$ cat config.mk
export PLATFORM = sky130hd
export DESIGN_NAME = phy_tx_serializer
export DESIGN_NICKNAME = d
export VERILOG_FILES = /design/src/rtl/phy_tx_serializer.sv
export SDC_FILE = /design/constraint.sdc
export NUM_CORES = 1
export LEC_CHECK = 0
export ABC_AREA = 1
export CAP_MARGIN = 20
export CORE_MARGIN = 4
export CORE_UTILIZATION = 46
export DETAILED_ROUTE_END_ITERATION = 10
export PLACE_DENSITY = 0.74
export SETUP_SLACK_MARGIN = 0.2
export SYNTH_ARGS = -nofsm -noshare
export SYNTH_HDL_FRONTEND = slang
export SYNTH_SLANG_ARGS = --single-unit
$ cat constraint.sdc
create_clock -name clk_32f -period 1.3 [get_ports clk_32f]
set_input_delay 0.195 -clock clk_32f [delete_from_list [all_inputs] [get_ports clk_32f]]
set_output_delay 0.195 -clock clk_32f [all_outputs]
set_load 0.1 [all_outputs]
$ cat src/rtl/phy_tx_serializer.sv
// Transmit PHY serializer: merges four lanes into a 32-bit frame and shifts it out MSB first.
// After reset it sends TRAIN_FRAMES all-comma frames, then sends data frames back to back.
module phy_tx_serializer #(
  parameter logic [7:0]  COMMA        = 8'hBC,
  parameter int unsigned TRAIN_FRAMES = 2
) (
  input  logic       clk_32f,
  input  logic       rst_L,
  input  logic [7:0] data_in_0,
  input  logic [7:0] data_in_1,
  input  logic [7:0] data_in_2,
  input  logic [7:0] data_in_3,
  input  logic       valid_in_0,
  input  logic       valid_in_1,
  input  logic       valid_in_2,
  input  logic       valid_in_3,
  output logic       load,
  output logic       data_out,
  output logic       frame_start,
  output logic       tx_active
);

  typedef enum logic {
    TRAIN = 1'b0,
    RUN   = 1'b1
  } state_t;

  localparam logic [3:0] LAST_TRAIN = 4'(TRAIN_FRAMES - 1);

  state_t      state, state_next;
  logic [3:0]  train_cnt, train_cnt_next;
  logic [4:0]  cnt;
  logic [31:0] shift_q;
  logic [31:0] frame;
  logic        load_edge;
  logic        end_of_frame;
  logic        next_is_data;

  assign load_edge    = (cnt == 5'd0);
  assign end_of_frame = (cnt == 5'd31);
  assign data_out     = shift_q[31];

  always_ff @(posedge clk_32f) begin
    // NOTE: sequential state uses non-blocking assignments so every flop samples pre-edge values.
    if (!rst_L) begin
      state     <= TRAIN;
      train_cnt <= 4'd0;
    end else begin
      state     <= state_next;
      train_cnt <= train_cnt_next;
    end
  end

  always_comb begin
    // NOTE: defaults assigned first so no path leaves a variable unassigned (no latches).
    state_next     = state;
    train_cnt_next = train_cnt;
    next_is_data   = (state == RUN);
    if (state == TRAIN) begin
      // The frame following the last training frame is the first data frame.
      next_is_data = (train_cnt == LAST_TRAIN);
      if (end_of_frame) begin
        train_cnt_next = train_cnt + 4'd1;
        if (train_cnt == LAST_TRAIN) state_next = RUN;
      end
    end
  end

  // Invalid lanes, and every lane during training, carry the comma byte.
  always_comb begin
    frame = {4{COMMA}};
    if (state == RUN) begin
      frame = {valid_in_0 ? data_in_0 : COMMA,
               valid_in_1 ? data_in_1 : COMMA,
               valid_in_2 ? data_in_2 : COMMA,
               valid_in_3 ? data_in_3 : COMMA};
    end
  end

  always_ff @(posedge clk_32f) begin
    if (!rst_L) begin
      cnt         <= 5'd0;
      shift_q     <= 32'd0;
      load        <= 1'b0;
      frame_start <= 1'b0;
      tx_active   <= 1'b0;
    end else begin
      cnt         <= cnt + 5'd1;
      shift_q     <= load_edge ? frame : {shift_q[30:0], 1'b0};
      frame_start <= load_edge;
      // Announces the loading edge one cycle ahead, only when that frame carries data.
      load        <= end_of_frame && next_is_data;
      tx_active   <= (state == RUN);
    end
  end

endmodule

==> impl_metrics.tcl, run 1 <==
set metrics [dict create \
    die_y_um 74.7 \
    setup_viol 28 \
    cp.arrival_ns 1.58 \
    finalWorstSetupSlack_ns -0.0378 \
    syn_area_um2 2050 \
    drive_gt1_share_pct 24.3 \
    area_growth_pct 48.4 \
    use_met2_pct 30.0 \
    drtIter0Drc 77 \
    vias 1926 \
    via_per_inst 4.63 \
    core_area_um2 4140 \
    peakVddDrop_mv 0.956 \
    leakage_nw 1.38 \
    start_util_pct 49.4 \
    cp-end-kind "flop" \
    timing.final.crit_share_pct 103 \
    grt_pass1_wl_mm 7.46 \
    die-area_um2 5580 \
    avgSynthCellArea_um2 6.52 \
    layout_common_cells "76 x nand2_1, 51 x nor2_1, 47 x inv_1, 39 x dfxtp_1, 37 x clkdlybuf4s50_1" \
    crit_path_cell_trace "inv_4 -> ha_4 -> inv_2 -> nor2_4 -> nand2_4 -> buf_12 -> nand2_1 -> nand2_1 -> nor2_2" \
    use_met3_pct 3.60 \
    period_needed_ns 1.34 \
    slew_violations 0 \
    cpMostUsedCell "nand2_1" \
    fmax_ghz 0.747 \
    final_nets 408 \
    cts_sinks 45 \
    wl_per_cell_um 11.8 \
    gr-total-overflow 0 \
    drtPass1Iterations 4 \
    cts-hold-fix-buffers 0 \
    drc 0 \
    antenna_found_initial 0 \
    clk_latency_ns 0.29 \
    start_kind "flop" \
    finish.utilization_pct 73.3 \
    syn_nets 357 \
    worstSetupPathType "flop to flop" \
    cts_buffers 5 \
    yosys_warnings 0 \
    rsz0062_at_grt "yes" \
    finalClockSkew_ns 0.00608 \
    final_common_cell "nand2_1" \
    crit_fanout 8 \
    grt_max_degree 20 \
    cp_slowest_cell "dfxtp_4" \
    cts_max_level 2 \
    cpPeakStageDelay_ns 0.37 \
    relSlewSlack_pct 80.6 \
    hpwl_mm 3.04 \
    grt_pass1_vias 1730 \
    routabilityCongestion 0.784 \
    cts_tree "built" \
    hold_viol 0 \
    ios 42 \
    final_area_um2 3040 \
    cts_buffer_depth 2 \
    gr-max-usage-layer "met2" \
    antenna_left 0 \
    die_x_um 74.7 \
    placed_area_um2 2670 \
    clockRootBuffer "clkbuf_8" \
    ys_types 18 \
    rows 23 \
    yosys_register_bits 45 \
    power.density_nw_per_um2 1040 \
    hp-class "flop to flop" \
    clk_pin_slew_worst_paths_ns 0.08 \
    outcome "finished with violations" \
    grt_use_total_pct 17.3 \
    wl_mm 4.93 \
    worst_ep_required_time_ns 1.54 \
    n_antenna_cell 0 \
    fin_tns_setup_ns -0.483 \
    worst_pin_slew_ns 0.290 \
    io_buffers 41 \
    ys_seq_area_share_pct 44.0 \
    use_met1_pct 21.5 \
    netlist_instances 314 \
    max-cap-violations 0 \
    violations "negative setup slack" \
]
-- where the power goes --
group	internal, W	switching, W
clock	0.000480	0.000455
combinational	0.000345	0.000354
sequential	0.00148	0.0000425
total	0.00230	0.000851
-- flip-flops by register name, summed over array words and instances (netlist names) --
signal	flops
train_cnt	4
state	1
shift_q	32
cnt	5
load	1
frame_start	1
tx_active	1
-- worst max-delay path: cells and delay by family, from the launching register on --
kind,cells,cell delay [ns]
simple gates,5,0.53
buf+inv,3,0.27
flops,1,0.37
fa+ha+maj,1,0.12
-- per-stage QoR --
step	cells	total power, W	hold WS (ns)	setup WS (ns)
5_1_grt	416	0.00329	0.465	-0.132
4_1_cts	415	0.00308	0.448	0.00391
6_report	416	0.00315	0.455	-0.0378
3_3_place_gp	403	0.00210	0.431	-0.0121
3_5_place_dp	403	0.00211	0.439	-0.0967
2_1_floorplan	314	0.00187	0.333	0.0251
-- repair_timing --
action | 4_1_cts | 5_1_grt
setup endpoints to repair | 40 | 40
resized for setup | 25 | 36
cloned | 3 | 1
pin swaps | 8 | 5
setup buffers | 1 | 0
-- synth_stat cells --
cell type,instances,area share (%)
buf_2,6,1.5
buf_6,2,1.1
nor2_1,65,12
ha_1,5,3.1
buf_4,2,0.73
dfxtp_1,45,44
nand2_4,1,0.55
o21ai_0,3,0.73
a21oi_1,15,3.7
nor3_1,1,0.24
inv_1,51,9.4
nand2_1,93,17
buf_1,3,0.55
inv_2,1,0.18
nand3_1,16,3.9
nor2_4,1,0.55
clkbuf_1,3,0.55
nor2_2,1,0.31
-- per-layer routing --
layer	part of all wire (%)	vias to the layer above
li1	-	1023
met1	44	859
met2	50	38
met3	5.0	6
met4	1.1	0
met5	0	-
-- final timing paths --
path	start	to	slack, ns	depth (start not counted)
min	shift_q[16]	shift_q[17]	0.46	2
max reg2reg	cnt[0]	shift_q[23]	-0.04	9
max	cnt[0]	shift_q[23]	-0.04	9
min reg2reg	shift_q[16]	shift_q[17]	0.46	2
-- kinds of logic (layout without fill, tap and decap cells) --
kind of cell | count (synthesis) | after routing | synth area share (%)
AO/OA/AOI/OAI | 18 | 18 | 4.40
adder cells (fa/ha/maj) | 5 | 5 | 3.06
buffers and inverters | 68 | 120 | 13.9
flip-flops | 45 | 45 | 44.0
AND/OR/NAND/NOR | 178 | 178 | 34.6
-- area by class of cell --
class,instances,area (um2)
fill,322,1110
multi-input combinational,201,1060
sequential,45,911
timing repair buffer,60,699
inverter,52,200
clock buffer,7,96.3
tap,50,62.6
clock inverter,1,5.00
Note: power is estimated with default switching activity, not from simulation.
==> run 2: changes to the inputs <==
Settings changed: CORE_ASPECT_RATIO set to 0.7.
==> run 2 against run 1 <==
Net effect:
- the run now ends clean
- largest power group unchanged
- non-clock buffer count is 5 higher
- global-route usage is 0.10 points higher
- core utilization is 1.0 points lower
- fmax is 3.0% higher
- worst setup slack better by 0.039 ns
- first-iteration DRC count is 19% lower
==> impl_metrics.tcl, run 2 (synthesis results as in run 1) <==
set metrics [dict create \
    outcome "finished, final reports clean" \
    rsz0062_at_grt "yes" \
    drive_gt1_share_pct 19.1 \
    cts-hold-fix-buffers 0 \
    core_area_um2 4090 \
    grt_pass1_wl_mm 7.77 \
    crit_family "flip-flops" \
    cts_buffers 5 \
    relSlewSlack_pct 80.9 \
    crit_cells 8 \
    wl_mm 4.78 \
    hp-class "flop to flop" \
    worst_pin_slew_ns 0.286 \
    grt_pass1_vias 1784 \
    rows 19 \
    largest_reg_flops 32 \
    largestRegisters "shift_q (32), cnt (5), train_cnt (4)" \
    final_nets 413 \
    die_y_um 63.8 \
    finalClockSkew_ns 0.00753 \
    path_buf_inv 3 \
    fmax_ghz 0.770 \
    cts_tree "built" \
    n_antenna_cell 0 \
    leakage_nw 1.37 \
    worstSetupPathType "flop to flop" \
    comb_power_share_pct 20.8 \
    cts_buffer_depth 2 \
    antenna_found_initial 0 \
    routabilityCongestion 0.758 \
    layout_common_cells "91 x nand2_1, 55 x nor2_1, 48 x inv_1, 39 x dfxtp_1, 37 x clkdlybuf4s50_1" \
    gr-total-overflow 0 \
    ios 42 \
    period_needed_ns 1.30 \
    grt_max_degree 21 \
    via_per_inst 4.54 \
    power.density_nw_per_um2 1060 \
    cp.arrival_ns 1.53 \
    holdPathStages 2 \
    cp_slowest_cell "dfxtp_2" \
    die-area_um2 5600 \
    regMostFlops "shift_q" \
    start_util_pct 50.0 \
    die_x_um 87.7 \
    io_buffers 41 \
    wl_per_cell_um 11.3 \
    clockRootBuffer "clkbuf_8" \
    antenna_left 0 \
    peakVddDrop_mv 0.692 \
    whs_ns 0.453 \
    seq_power_share_pct 48.5 \
    p_int_w 0.00228 \
    clk_latency_ns 0.30 \
    drtIter0Drc 62 \
    drc 0 \
    crit_path_cell_trace "inv_1 -> ha_4 -> inv_2 -> nor2_4 -> nand2_4 -> buf_12 -> nand2_1 -> a21oi_1" \
    final_common_cell "nand2_1" \
    setup_viol 0 \
    slew_violations 0 \
    drtPass1Iterations 4 \
    hold_viol 0 \
    cts_max_level 2 \
    rr_worst_depth 8 \
    area_growth_pct 44.5 \
    power.switching_w 0.000838 \
    max-cap-violations 0 \
    grt_use_total_pct 17.4 \
    clk_pin_slew_worst_paths_ns 0.09 \
    cts_sinks 45 \
    timing.final.crit_share_pct 99.9 \
    swShare_pct 26.8 \
    crit_fanout 13 \
    cp-end-kind "flop" \
    start_kind "flop" \
    cpPeakStageDelay_ns 0.37 \
    fin_tns_setup_ns 0 \
    hpwl_mm 3.32 \
    clock_power_share_pct 30.8 \
    worst_ep_required_time_ns 1.53 \
    vias 1919 \
]
==> run 2: worst paths after layout <==
check | from | to | slack [ns]
setup reg to reg | cnt[1] | shift_q[16] | 0.001
setup / recovery | cnt[1] | shift_q[16] | 0.001
hold reg to reg | shift_q[5] | shift_q[6] | 0.45
hold / removal | shift_q[5] | shift_q[6] | 0.45
==> run 2: power groups by stage <==
stage / Sequential [W] / Combinational [W] / Clock, W
3_3_place_gp: 0.00154 / 0.000563 / 0
5_1_grt: 0.00152 / 0.000715 / 0.00104
2_1_floorplan: 0.00158 / 0.000289 / 0
6_report: 0.00151 / 0.000648 / 0.000959
4_1_cts: 0.00151 / 0.000623 / 0.000970
3_5_place_dp: 0.00154 / 0.000573 / 0
==> run 2: metrics by stage <==
stage	instance area [um2]	std cells	setup WS [ns]	power [W]	util (%)
6_report	2960	423	0.00123	0.00312	72.3
3_3_place_gp	2690	409	-0.0195	0.00210	65.8
3_5_place_dp	2690	409	-0.0835	0.00212	65.8
5_1_grt	2960	423	-0.108	0.00328	72.3
2_1_floorplan	2100	314	0.0251	0.00187	-
4_1_cts	2880	421	0.00182	0.00310	70.5
==> run 2: layer usage <==
layer | track usage [%] | part of all wire, % | vias to the layer above
met4 | 5.17 | 1.2 | 0
li1 | - | - | 1028
met3 | 4.24 | 6.6 | 7
met5 | 0 | 0 | -
met2 | 27.8 | 46 | 49
met1 | 23.4 | 47 | 835
==> run 2: worst reg2reg max path, cell delays in order, from the launching register on <==
cell and delay [ns]:
dfxtp_2 0.37, inv_1 0.08, ha_4 0.15, inv_2 0.06, nor2_4 0.05, nand2_4 0.17, buf_12 0.16, nand2_1 0.06
a21oi_1 0.14
==> run 2: repair_timing <==
| item | in CTS | in global routing |
|---|---|---|
| setup endpoints to repair | 40 | 40 |
| gates cloned | 1 | 0 |
| gates resized for setup | 11 | 18 |
| pin swaps | 8 | 8 |
| setup buffers | 3 | 2 |
==> run 2: final cells by class <==
class,count,area (um2)
clock buffers,7,96.3
clock inverters,1,5.00
fillers,339,1130
inverters,52,195
multi-input cells,201,983
flip-flops and latches,45,911
well taps,52,65.1
repair buffers,65,699
==> run 3: changes to the inputs <==
Settings changed: CORE_UTILIZATION 46 to 48, CTS_CLUSTER_DIAMETER set to 120, DONT_BUFFER_PORTS set to 1, PLACE_DENSITY 0.74 to 0.63.
==> run 3 against run 2 <==
Net effect:
- the flow now finishes with violations (negative setup slack)
- count of clock-buffer cells in the layout fell by 1
- final area is 11% lower
- via count decreased by 9.6%
- non-clock buffer count down 47
- global-route usage fell by 2.1 points
- worst setup slack lost 0.023 ns
- worst hold slack worse by 0.44 ns
- fmax shrank 1.7%
- combinational power decreased by 33%
==> impl_metrics.tcl, run 3 (synthesis results as in run 1) <==
set metrics [dict create \
    outcome "finished with violations" \
    violations "negative setup slack" \
    clk_latency_ns 0.29 \
    slew_violations 0 \
    rr_worst_depth 8 \
    hpwl_mm 2.74 \
    largest_reg_flops 32 \
    drc 0 \
    die-area_um2 5390 \
    start_kind "flop" \
    path_buf_inv 3 \
    hp-class "primary input to flop" \
    cts_tree "built" \
    r2r_start "cnt[0]" \
    clk_pin_slew_worst_paths_ns 0.09 \
    fmax_ghz 0.757 \
    via_per_inst 4.61 \
    timing.final.crit_share_pct 102 \
    relSlewSlack_pct 59.3 \
    hold_viol 0 \
    wl_per_cell_um 11.9 \
    area_growth_pct 28.6 \
    cts_sinks 45 \
    crit_fanout 5 \
    cts_buffer_depth 2 \
    period_needed_ns 1.32 \
    core_area_um2 4020 \
    largestRegisters "shift_q (32), cnt (5), train_cnt (4)" \
    drive_gt1_share_pct 25.0 \
    worst_ep_required_time_ns 1.49 \
    final_common_cell "nand2_1" \
    worst_pin_slew_ns 0.609 \
    clockRootBuffer "clkbuf_8" \
    drtIter0Drc 114 \
    cp_slowest_cell "dfxtp_4" \
    comb_power_share_pct 15.0 \
    peakVddDrop_mv 0.796 \
    worstSetupPathType "flop to flop" \
    seq_power_share_pct 53.8 \
    cts_buffers 5 \
    fillerInstances 362 \
    antenna_found_initial 0 \
    layout_common_cells "90 x nand2_1, 47 x inv_1, 39 x dfxtp_1, 38 x nor2_1, 20 x nor2_4" \
    n_antenna_cell 0 \
    crit_path_cell_trace "inv_2 -> ha_4 -> inv_2 -> nor2_4 -> nand3_4 -> clkbuf_16 -> nor2_4 -> nor2_1" \
    grt_max_degree 32 \
    cpPeakStageDelay_ns 0.37 \
    die_y_um 62.6 \
    min-delay-start "rst_L" \
    grt_pass1_vias 1536 \
    swShare_pct 27.3 \
    finalWorstSetupSlack_ns -0.0219 \
    final_nets 366 \
    gr-total-overflow 0 \
    rows 19 \
    routabilityCongestion 0.782 \
    max-cap-violations 0 \
    multi_input_area_um2 1110 \
    wl_mm 4.49 \
    dp.cells 362 \
    power.switching_w 0.000790 \
    setup_viol 15 \
    grt_use_total_pct 15.3 \
    crit_start "cnt[0]" \
    regArea_um2 921 \
    clock_power_share_pct 31.2 \
    regToRegSetupSlack_ns -0.02 \
    rsz0062_at_grt "yes" \
    finalClockSkew_ns 0.0107 \
    crit_cells 8 \
    power.density_nw_per_um2 1100 \
    cts_max_level 2 \
    die_x_um 86.0 \
    rr_endpoint "shift_q[27]" \
    p_int_w 0.00210 \
    cp-end-kind "flop" \
    io_buffers 0 \
    leakage_nw 1.18 \
    cp.arrival_ns 1.52 \
    antenna_left 0 \
    crit_family "simple AND/OR/NAND/NOR gates" \
    ios 42 \
    regMostFlops "shift_q" \
    start_util_pct 50.9 \
    drtPass1Iterations 5 \
    vias 1735 \
    final_cells 376 \
    finish.utilization_pct 65.5 \
    grt_pass1_wl_mm 6.70 \
    crit_end "shift_q[27]" \
]
-- run 3: how the worst min path moves through the flow --
stage | end | slack, ns | cells after the start
after floorplan | shift_q[0] | 0.33 | 2
after global placement | cnt[4] | 0.30 | 2
after detailed placement | cnt[1] | 0.31 | 2
after global routing | cnt[4] | 0.005 | 2
final | shift_q[20] | 0.01 | 2
after CTS | shift_q[7] | 0.006 | 2
-- run 3: routing by layer --
layer	global-route usage, %	part of all wire (%)
met2	23.0	43
met4	4.15	0.98
met5	0	0
met3	4.74	5.3
met1	21.1	51
-- run 3: area by class of cell --
type / count / area share (%)
clock buffer: 6 / 3.14
clock inverter: 2 / 0.523
inverter: 52 / 7.61
multi-input combinational: 201 / 42.4
sequential: 45 / 35.0
tap: 52 / 2.47
timing repair buffer: 18 / 8.85
-- run 3: power by group through the flow --
stage,clock [W],combinational (W),sequential [W]
after global placement,0,0.000346,0.00159
after CTS,0.000915,0.000351,0.00155
after global routing,0.000979,0.000495,0.00156
final,0.000901,0.000434,0.00156
after floorplan,0,0.000289,0.00158
after detailed placement,0,0.000348,0.00159
-- run 3: stage by stage --
stage	setup TNS, ns	setup slack, ns	hold slack [ns]	total power (W)	cell area (um2)
after global placement	-0.0274	-0.0274	0.298	0.00193	2190
final	-0.181	-0.0219	0.0102	0.00289	2630
after CTS	-0.0350	-0.0107	0.00556	0.00282	2310
after global routing	-2.17	-0.0938	0.00518	0.00304	2630
after detailed placement	-0.180	-0.0477	0.308	0.00194	2190
after floorplan	0	0.0251	0.333	0.00187	2100
-- run 3: repair_timing --
item | in CTS | in global routing
setup buffers | 0 | 2
hold buffers | 0 | 0
pin swaps | 2 | 9
endpoints found under the setup margin | 44 | 41
gates cloned | 0 | 4
resized for setup | 6 | 61
